===== config.mk =====
export PLATFORM = sky130hd
export DESIGN_NAME = led_seq_ctrl_flat
export DESIGN_NICKNAME = d
export VERILOG_FILES = /design/src/rtl/led_seq_pkg.sv /design/src/rtl/led_seq_ctrl_if.sv /design/src/rtl/led_seq_tick.sv /design/src/rtl/led_seq_ctrl.sv /design/src/flat_wrapper.sv
export SDC_FILE = /design/constraint.sdc
export NUM_CORES = 1
export LEC_CHECK = 0
export BUFFER_PORTS_ARGS = -buffer_cell sky130_fd_sc_hd__buf_2
export CAP_MARGIN = 20
export CORE_MARGIN = 2
export CORE_UTILIZATION = 45
export DETAILED_ROUTE_END_ITERATION = 8
export HOLD_SLACK_MARGIN = 0.12
export PLACE_DENSITY = 0.61
export RECOVER_POWER = 100
export SYNTH_ARGS = -nofsm -noshare
export SYNTH_HDL_FRONTEND = slang
export SYNTH_HIERARCHICAL = 1
export SYNTH_SLANG_ARGS = --single-unit

===== constraint.sdc =====
create_clock -name clk -period 7.4 [get_ports clk]
set_input_delay 1.48 -clock clk [delete_from_list [all_inputs] [get_ports clk]]
set_output_delay 1.48 -clock clk [all_outputs]
set_load 0.01 [all_outputs]

===== src/rtl/led_seq_pkg.sv =====
// Shared types for the LED sequencer: command opcodes, rotation modes and FSM states.
// The step counter width here applies only when LED_SEQ_STEP_COUNT_EN is defined.
package led_seq_pkg;

    typedef enum logic [1:0] {
        OP_STOP         = 2'd0,
        OP_START        = 2'd1,
        OP_SET_PERIOD   = 2'd2,
        OP_LOAD_PATTERN = 2'd3
    } op_t;

    typedef enum logic [1:0] {
        MODE_ROL    = 2'd0,
        MODE_ROR    = 2'd1,
        MODE_BOUNCE = 2'd2
    } mode_t;

    typedef enum logic {
        ST_IDLE = 1'b0,
        ST_RUN  = 1'b1
    } state_t;

    localparam int STEP_COUNT_WIDTH = 16;

    // Encoding 3 is not a mode of its own and falls back to rotate-left.
    function automatic mode_t decode_mode(input logic [1:0] arg);
        case (arg)
            2'd1:    return MODE_ROR;
            2'd2:    return MODE_BOUNCE;
            default: return MODE_ROL;
        endcase
    endfunction

endpackage


===== src/rtl/led_seq_ctrl_if.sv =====
// Valid/ready command port of the LED sequencer.
// COUNT_WIDTH must match the COUNT_WIDTH of the led_seq_ctrl instance it connects to.
interface led_seq_ctrl_if #(
    parameter int COUNT_WIDTH = 32
);
    logic                   cmd_valid;
    logic                   cmd_ready;
    logic [1:0]             cmd_op;
    logic [COUNT_WIDTH-1:0] cmd_arg;

    modport master (
        output cmd_valid,
        output cmd_op,
        output cmd_arg,
        input  cmd_ready
    );

    modport slave (
        input  cmd_valid,
        input  cmd_op,
        input  cmd_arg,
        output cmd_ready
    );
endinterface


===== src/rtl/led_seq_tick.sv =====
// Step prescaler: counts 0..period-1 while enabled and asserts tick on the last count.
// The count returns to 0 on clear, while disabled, and after each tick.
module led_seq_tick #(
    parameter int COUNT_WIDTH = 32
) (
    input  logic                   clk,
    input  logic                   rst_n,
    input  logic                   enable,
    input  logic                   clear,
    input  logic [COUNT_WIDTH-1:0] period,
    output logic                   tick
);

    logic [COUNT_WIDTH-1:0] count;

    assign tick = enable && (count == period - COUNT_WIDTH'(1));

    always_ff @(posedge clk or negedge rst_n) begin
        if (!rst_n) begin
            count <= '0;
        end else if (clear || !enable || tick) begin
            count <= '0;
        end else begin
            count <= count + COUNT_WIDTH'(1);
        end
    end

endmodule


===== src/rtl/led_seq_ctrl.sv =====
// LED rotator sequencer: run/stop FSM, command decode and pattern register.
// Optional feature: define LED_SEQ_STEP_COUNT_EN to add the 16-bit step_count output.
//
//   state   | meaning
//   --------+--------------------------------------------------
//   ST_IDLE | stopped; prescaler held at 0, pattern held
//   ST_RUN  | prescaler counting; pattern rotates on each tick
module led_seq_ctrl
    import led_seq_pkg::*;
#(
    parameter int          COUNT_WIDTH     = 32,
    parameter int          OUTPUT_WIDTH    = 4,
    parameter int          DEFAULT_PERIOD  = 25_000_000,
    parameter logic [15:0] DEFAULT_PATTERN = 16'b0011
) (
    input  logic                    clk,
    input  logic                    rst_n,
    led_seq_ctrl_if.slave           cmd,
    output logic [OUTPUT_WIDTH-1:0] out,
    output logic                    running,
    output logic                    step
`ifdef LED_SEQ_STEP_COUNT_EN
    ,
    output logic [STEP_COUNT_WIDTH-1:0] step_count
`endif
);

    // The bounce counter must hold 0..OUTPUT_WIDTH-2.
    localparam int             BW          = (OUTPUT_WIDTH > 2) ? $clog2(OUTPUT_WIDTH - 1) : 1;
    localparam logic [BW-1:0]  BOUNCE_LAST = BW'(OUTPUT_WIDTH - 2);

    state_t                  state;
    state_t                  state_nxt;
    mode_t                   mode;
    logic                    dir_right;
    logic [BW-1:0]           bounce_cnt;
    logic [COUNT_WIDTH-1:0]  period;
    logic                    ready_q;
    logic                    accept;
    op_t                     op;
    logic                    tick;
    logic                    step_fire;
    logic                    rot_right;
    logic [OUTPUT_WIDTH-1:0] pat_next;

    assign cmd.cmd_ready = ready_q;
    assign accept        = cmd.cmd_valid && ready_q;
    assign op            = op_t'(cmd.cmd_op);

    led_seq_tick #(
        .COUNT_WIDTH (COUNT_WIDTH)
    ) u_tick (
        .clk    (clk),
        .rst_n  (rst_n),
        .enable (state == ST_RUN),
        .clear  (accept),
        .period (period),
        .tick   (tick)
    );

    // A command in the same cycle as a tick swallows the step.
    assign step_fire = tick && !accept;

    assign rot_right = (mode == MODE_ROR) || ((mode == MODE_BOUNCE) && dir_right);
    assign pat_next  = rot_right ? {out[0], out[OUTPUT_WIDTH-1:1]}
                                 : {out[OUTPUT_WIDTH-2:0], out[OUTPUT_WIDTH-1]};

    always_ff @(posedge clk or negedge rst_n) begin
        if (!rst_n) begin
            state <= ST_IDLE;
        end else begin
            state <= state_nxt;
        end
    end

    always_comb begin
        state_nxt = state;
        if (accept) begin
            case (op)
                OP_STOP:  state_nxt = ST_IDLE;
                OP_START: state_nxt = ST_RUN;
                default:  state_nxt = state;
            endcase
        end
    end

    always_comb begin
        running = (state == ST_RUN);
    end

    always_ff @(posedge clk or negedge rst_n) begin
        if (!rst_n) begin
            ready_q    <= 1'b0;
            step       <= 1'b0;
            out        <= DEFAULT_PATTERN[OUTPUT_WIDTH-1:0];
            period     <= COUNT_WIDTH'(DEFAULT_PERIOD);
            mode       <= MODE_ROL;
            dir_right  <= 1'b0;
            bounce_cnt <= '0;
        end else begin
            ready_q <= 1'b1;
            step    <= step_fire;
            if (accept) begin
                case (op)
                    OP_START: begin
                        mode       <= decode_mode(cmd.cmd_arg[1:0]);
                        dir_right  <= 1'b0;
                        bounce_cnt <= '0;
                    end
                    OP_SET_PERIOD: begin
                        period <= (cmd.cmd_arg == '0) ? COUNT_WIDTH'(1) : cmd.cmd_arg;
                    end
                    OP_LOAD_PATTERN: begin
                        out <= cmd.cmd_arg[OUTPUT_WIDTH-1:0];
                    end
                    default: begin
                    end
                endcase
            end else if (step_fire) begin
                out <= pat_next;
                if (mode == MODE_BOUNCE) begin
                    if (bounce_cnt == BOUNCE_LAST) begin
                        bounce_cnt <= '0;
                        dir_right  <= !dir_right;
                    end else begin
                        bounce_cnt <= bounce_cnt + BW'(1);
                    end
                end
            end
        end
    end

`ifdef LED_SEQ_STEP_COUNT_EN
    always_ff @(posedge clk or negedge rst_n) begin
        if (!rst_n) begin
            step_count <= '0;
        end else if (accept && (op == OP_START)) begin
            step_count <= '0;
        end else if (step_fire) begin
            step_count <= step_count + STEP_COUNT_WIDTH'(1);
        end
    end
`endif

endmodule


===== src/flat_wrapper.sv =====
// flat-port wrapper written by rule: the top's interface ports become plain ports
module led_seq_ctrl_flat import led_seq_pkg::*;
#(
    parameter int          COUNT_WIDTH     = 32,
    parameter int          OUTPUT_WIDTH    = 4,
    parameter int          DEFAULT_PERIOD  = 25_000_000,
    parameter logic [15:0] DEFAULT_PATTERN = 16'b0011
)
  (clk, rst_n, out, running, step, cmd_cmd_valid, cmd_cmd_op, cmd_cmd_arg, cmd_cmd_ready);
  led_seq_ctrl_if #(.COUNT_WIDTH(COUNT_WIDTH)) cmd_i ();
  input  logic clk;
  input  logic rst_n;
  output logic [OUTPUT_WIDTH-1:0] out;
  output logic running;
  output logic step;
  input wire logic [$bits(cmd_i.cmd_valid)-1:0] cmd_cmd_valid;
  input wire logic [$bits(cmd_i.cmd_op)-1:0] cmd_cmd_op;
  input wire logic [$bits(cmd_i.cmd_arg)-1:0] cmd_cmd_arg;
  output wire logic [$bits(cmd_i.cmd_ready)-1:0] cmd_cmd_ready;
  assign cmd_i.cmd_valid = cmd_cmd_valid;
  assign cmd_i.cmd_op = cmd_cmd_op;
  assign cmd_i.cmd_arg = cmd_cmd_arg;
  assign cmd_cmd_ready = cmd_i.cmd_ready;
  led_seq_ctrl #(.COUNT_WIDTH(COUNT_WIDTH), .OUTPUT_WIDTH(OUTPUT_WIDTH), .DEFAULT_PERIOD(DEFAULT_PERIOD), .DEFAULT_PATTERN(DEFAULT_PATTERN)) u_core (.clk(clk), .rst_n(rst_n), .cmd(cmd_i), .out(out), .running(running), .step(step));
endmodule

**Word-level counts from Yosys, hierarchy flattened**

Index checks and enable logic that the tools add are counted.

- Muxes and demuxes: 18
- Reductions and logical operators: 22
- Equality and inequality tests: 11
- $add $sub $neg: 3

Operator list:

| cell | number |
|---|---|
| two-way mux 32 bit | 2 |
| adder 32 x 1 -> 32 bit, second input constant | 1 |
| == test 32 bit | 1 |
| zero test 32 bit | 1 |
| subtractor 32 x 1 -> 32 bit, second input constant | 1 |
| two-way mux 4 bit | 4 |
| == test 2 bit, second input constant | 5 |
| two-way mux 2 bit | 5 |
| AND reduction 2 bit | 4 |
| nonzero test 2 bit | 4 |
| == test 2 x 1 -> 1 bit, second input constant | 3 |
| two-way mux 1 bit | 5 |
| logical AND 1 bit | 4 |
| != test 2 bit, second input constant | 2 |
| case mux 2 bit (2 select lines) | 1 |
| AND reduction 4 bit | 1 |
| zero test 1 bit | 3 |
| logical OR 1 bit | 3 |
| AND reduction 3 bit | 1 |
| adder 2 x 1 -> 2 bit, second input constant | 1 |
| zero test 2 bit | 1 |
| case mux 1 bit (2 select lines) | 1 |

- Input port bits: 37
- Register bits: 76
- Output and inout port bits: 7
- Word-level logic and storage cells: 63

**Depth between registers and ports, before layout**

- Depth after elaboration: 6
- Depth in mapped cells: 14
- Gate-level depth less buffers: 13

**Modules after synthesis**

Netlist, hierarchy kept.

Modules (own cells, without submodules):

| module | cells an instance | area an instance (µm²) | instances |
|---|---|---|---|
| led_seq_tick | 376 | 3010.4 | 1 |
| led_seq_ctrl | 149 | 1984.4 | 1 |

**Worst setup path before layout**

OpenSTA, ideal clock, no wires.

- Path type: register -> register
- From: register u_core.period[7]
- To: register u_core.bounce_cnt[0]
- Buffers on the path: 1
- Cell stages (with the launch flop): 13
- Path slack: 3.657 ns
- Period minus slack after synthesis: 3.743 ns
- Required time: 7.279 ns
- Arrival: 3.622 ns
- Cell sequence: dfrtp_1 or4_4 or4_1 buf_2 xnor2_1 mux2i_1 a22oi_1 or4b_2 nor4_1 a21boi_1 and3b_1 nor2_1 a22o_1

- Cells in the longest elaborated chain, start to end: 6

RTL lines:

| element | RTL line | source |
|---|---|---|
| start, declared | led_seq_ctrl.sv:37 | `logic [COUNT_WIDTH-1:0] period;` |
| start signal, assigned | led_seq_ctrl.sv:96 | `period <= COUNT_WIDTH'(DEFAULT_PERIOD);` |
| start signal, assigned | led_seq_ctrl.sv:111 | `period <= (cmd.cmd_arg == '0) ? COUNT_WIDTH'(1) : cmd.cmd_arg;` |
| subtractor 32 x 1 -> 32 bit | led_seq_tick.sv:16 | `assign tick = enable && (count == period - COUNT_WIDTH'(1));` |
| == test 32 bit | led_seq_tick.sv:16 |  |
| logical AND 1 bit | led_seq_tick.sv:16 |  |
| via u_core.tick | led_seq_ctrl.sv:41 | `logic tick;` |
| logical AND 1 bit | led_seq_ctrl.sv:62 | `assign step_fire = tick && !accept;` |
| via u_core.step_fire | led_seq_ctrl.sv:42 | `logic step_fire;` |
| nonzero test 2 bit (no line) | -- |  |
| AND reduction 3 bit (no line) | -- |  |
| end signal, assigned | led_seq_ctrl.sv:126 | `bounce_cnt <= bounce_cnt + BW'(1);` |
| end, declared | led_seq_ctrl.sv:36 | `logic [BW-1:0] bounce_cnt;` |

The timed path passes the listed nets, and every way through them passes these cells.
A chain may end at the register's enable or synchronous reset.

==> results.toml <==
[run_status]
outcome = "finished with violations"
violations = "max-capacitance violations, max-slew violations"

[synthesis]
avgSynthCellArea_um2 = 9.514
syn_nets = 564
synth_edf_count = 0
synth_cell_types = 67
async_flop_share = 1.000
seq_area_frac_synth = 0.3843
yosys_warnings = 6
synth_ff_type = "dfrtp_1"
netlist_area_mm2 = 0.004995
ys_seq_elements = 76
syn_inst = 525

[run]
maxCapViolCount = 3

[pwr]
pwr-share-seq = 0.487
p_int_mw = 0.7763
cellLeakagePower_nw = 2.248
p_comb_frac = 0.233
ir_drop_mv = 0.1370
power.density_mw_per_mm2 = 211.4
clkPwrFrac = 0.281
switching_share = 0.3231
switchingPower_mw = 0.3705

[timing]
worst_slew_pin_slew_ps = 4023
setup_viol = 0
tns_ps = 0
hold_viol_final = 0
setup_slack_ps = 2609
finalMaxSlewViolations = 143
slew_headroom = -1.682
period_share = 0.6475
fin_worst_skew_ps = 8.042
layout_min_cycle_time_ps = 4791
rsz0062_at_grt = "no"
max_freq_mhz = 208.7

[place]
place.gp.congestion = 0.8642
hpwl_um = 8766
place_ws_ps = 3226
portBuffers = 43

[critical_path]
cp.arrival_ps = 4320
slowest_stage = "clkbuf_1"
worstPathCellList = "clkbuf_1"
reg2regPathDepth = 8
slowest_delay_ps = 2770
worstSetupPathType = "in2async"
critPathRequiredTime_ps = 6930
cp_top_family = "buffers and inverters"
cp_max_fo = 76
worstSetupPathDepth = 1
crit_buf_inv = 1
crit_path_end_kind = "async pin"
start_kind = "input port"

[routing]
wirelength_um = 11910
avgViaCountPerCell = 5.697
vias = 4022
postRouteAntennaNets = 0
first_iter_violations = 234
drc = 0
dr.pass1.iters = 4
post_drt_wl_per_cell_um = 16.87

[clock_network]
cts_resized = 0
cts_root_buf = "clkbuf_8"
postCtsSetupRepairBufs = 0
clkSlewWorstSetupHoldPaths_ps = 70
clk_latency_ps = 360
clock_sinks = 76
htree_levels = 3
clock_path_buffers = 2
cts_inserted_buffers = 9
cts_hold_buffers = 0
cts_tree = "built"

[die]
coreArea_mm2 = 0.01084
die_y_um = 109.4
dieArea_mm2 = 0.01196
die_x_um = 109.4
ios = 44
start_util = 0.4608
rows = 38

[global_route]
antenna_found_initial = 0
grt_max_degree = 77
globalRouteOverflowTotal = 0
grt_pass1_wl_um = 20020
grt_usage = 0.2161
grt_pass1_vias = 4057

[layout]
final_common_cell = "dfrtp_1"
final_cell_mix = "62 x dfrtp_1, 52 x nand2_1, 49 x nor2_1, 40 x xnor2_1, 36 x buf_2"
drive_above_1_share = 0.1608
area_delta_synth_final_pct = 8.592
n_antenna_cell = 0
fin_nets = 600

[min_path]
min_path_type = "reg2reg"
worstHoldPathCells = 1
## synthesized netlist by cell type (all sizes together), types with 4 or more instances
cell    count  share of area
dfrtp      62           0.31
nor2       59          0.049
nand2      52          0.039
xnor2      40          0.070
mux2       36          0.081
xor2       25          0.044
nor4       24          0.036
nand3      15          0.015
a21oi      14          0.014
dfstp      14          0.074
o21ai      14          0.014
buf        13          0.024
nand4      13          0.016
or4        12          0.020
nor3       11          0.011
and3        9          0.011
inv         9         0.0068
and4        8          0.014
mux2i       8          0.016
clkbuf      7         0.0060
nor2b       7          0.010
or3         6         0.0075
o31ai       5         0.0075
and2        4         0.0050
nand2b      4         0.0065
nand3b      4         0.0085
nor4b       4         0.0070
## path summary, 6_finish.rpt
| kind | startpoint | slack, ps | to |
|---|---|---|---|
| min | u_core/u_tick/count[0] | 510 | u_core/u_tick/count[0] |
| min in group asynchronous | rst_n | 2520 | u_core/period[31] |
| max in group clk | u_core/period[7] | 2980 | u_core/u_tick/count[15] |
| max | rst_n | 2610 | u_core/period[3] |
| min reg2reg | u_core/u_tick/count[0] | 510 | u_core/u_tick/count[0] |
| max reg2reg | u_core/period[7] | 2980 | u_core/u_tick/count[15] |
## layout make-up
type	count	area (µm²)
fill	1058	5416
multi-input combinational	420	2882
sequential	76	1919
timing repair buffer	45	217.7
tap	140	175.2
clock buffer	15	166.4
inverter	9	33.78
clock inverter	1	30.03
## power groups by stage
stage               clock network (mW)  logic [mW]  registers (mW)
floorplan                            0       0.211           0.538
global placement                     0       0.261           0.564
detailed placement                   0       0.265           0.567
CTS                              0.333       0.267           0.559
global route                     0.350       0.299           0.570
finish                           0.322       0.267           0.558
## cells by family (layout without fill, tap and decap cells)
group	Yosys count	in the layout	synth area share
adders and majority gates	2	2	0.005009
other	1	1	0.0007508
and+or+nand+nor	246	246	0.2803
xor gates and xnor gates	65	65	0.1140
DFF	76	76	0.3843
buffers and inverters	29	70	0.03682
muxes	44	44	0.09719
AOI/OAI and AO/OA	62	62	0.08167
## flip-flops by register name, indices dropped and copies added, names as in the netlist
name / flops
u_core/out: 4
u_core/mode: 2
u_core/period: 32
u_core/u_tick/count: 32
u_core/running: 1
u_core/bounce_cnt: 2
u_core/cmd.cmd_ready: 1
u_core/dir_right: 1
u_core/step: 1
## metrics by stage
stage	std cells	power (mW)	cell area [µm²]	hold slack, ps	utilization
4_1_cts	706	1.159	5451	502.9	0.5029
6_report	706	1.147	5424	510.5	0.5003
2_1_floorplan	525	0.7490	4995	468.9	-
3_5_place_dp	690	0.8319	5255	491.7	0.4848
5_1_grt	706	1.219	5424	541.2	0.5003
3_3_place_gp	690	0.8255	5255	489.1	0.4848
## per-layer routing
metal,track usage,vias to the layer above,wire length (µm)
met2,0.3536,90,5540
met1,0.2840,1942,5596
met3,0.04209,23,438
met4,0.07957,0,331
li1,-,1967,-
met5,0,-,0
Note: power is estimated with default switching activity, not from simulation.
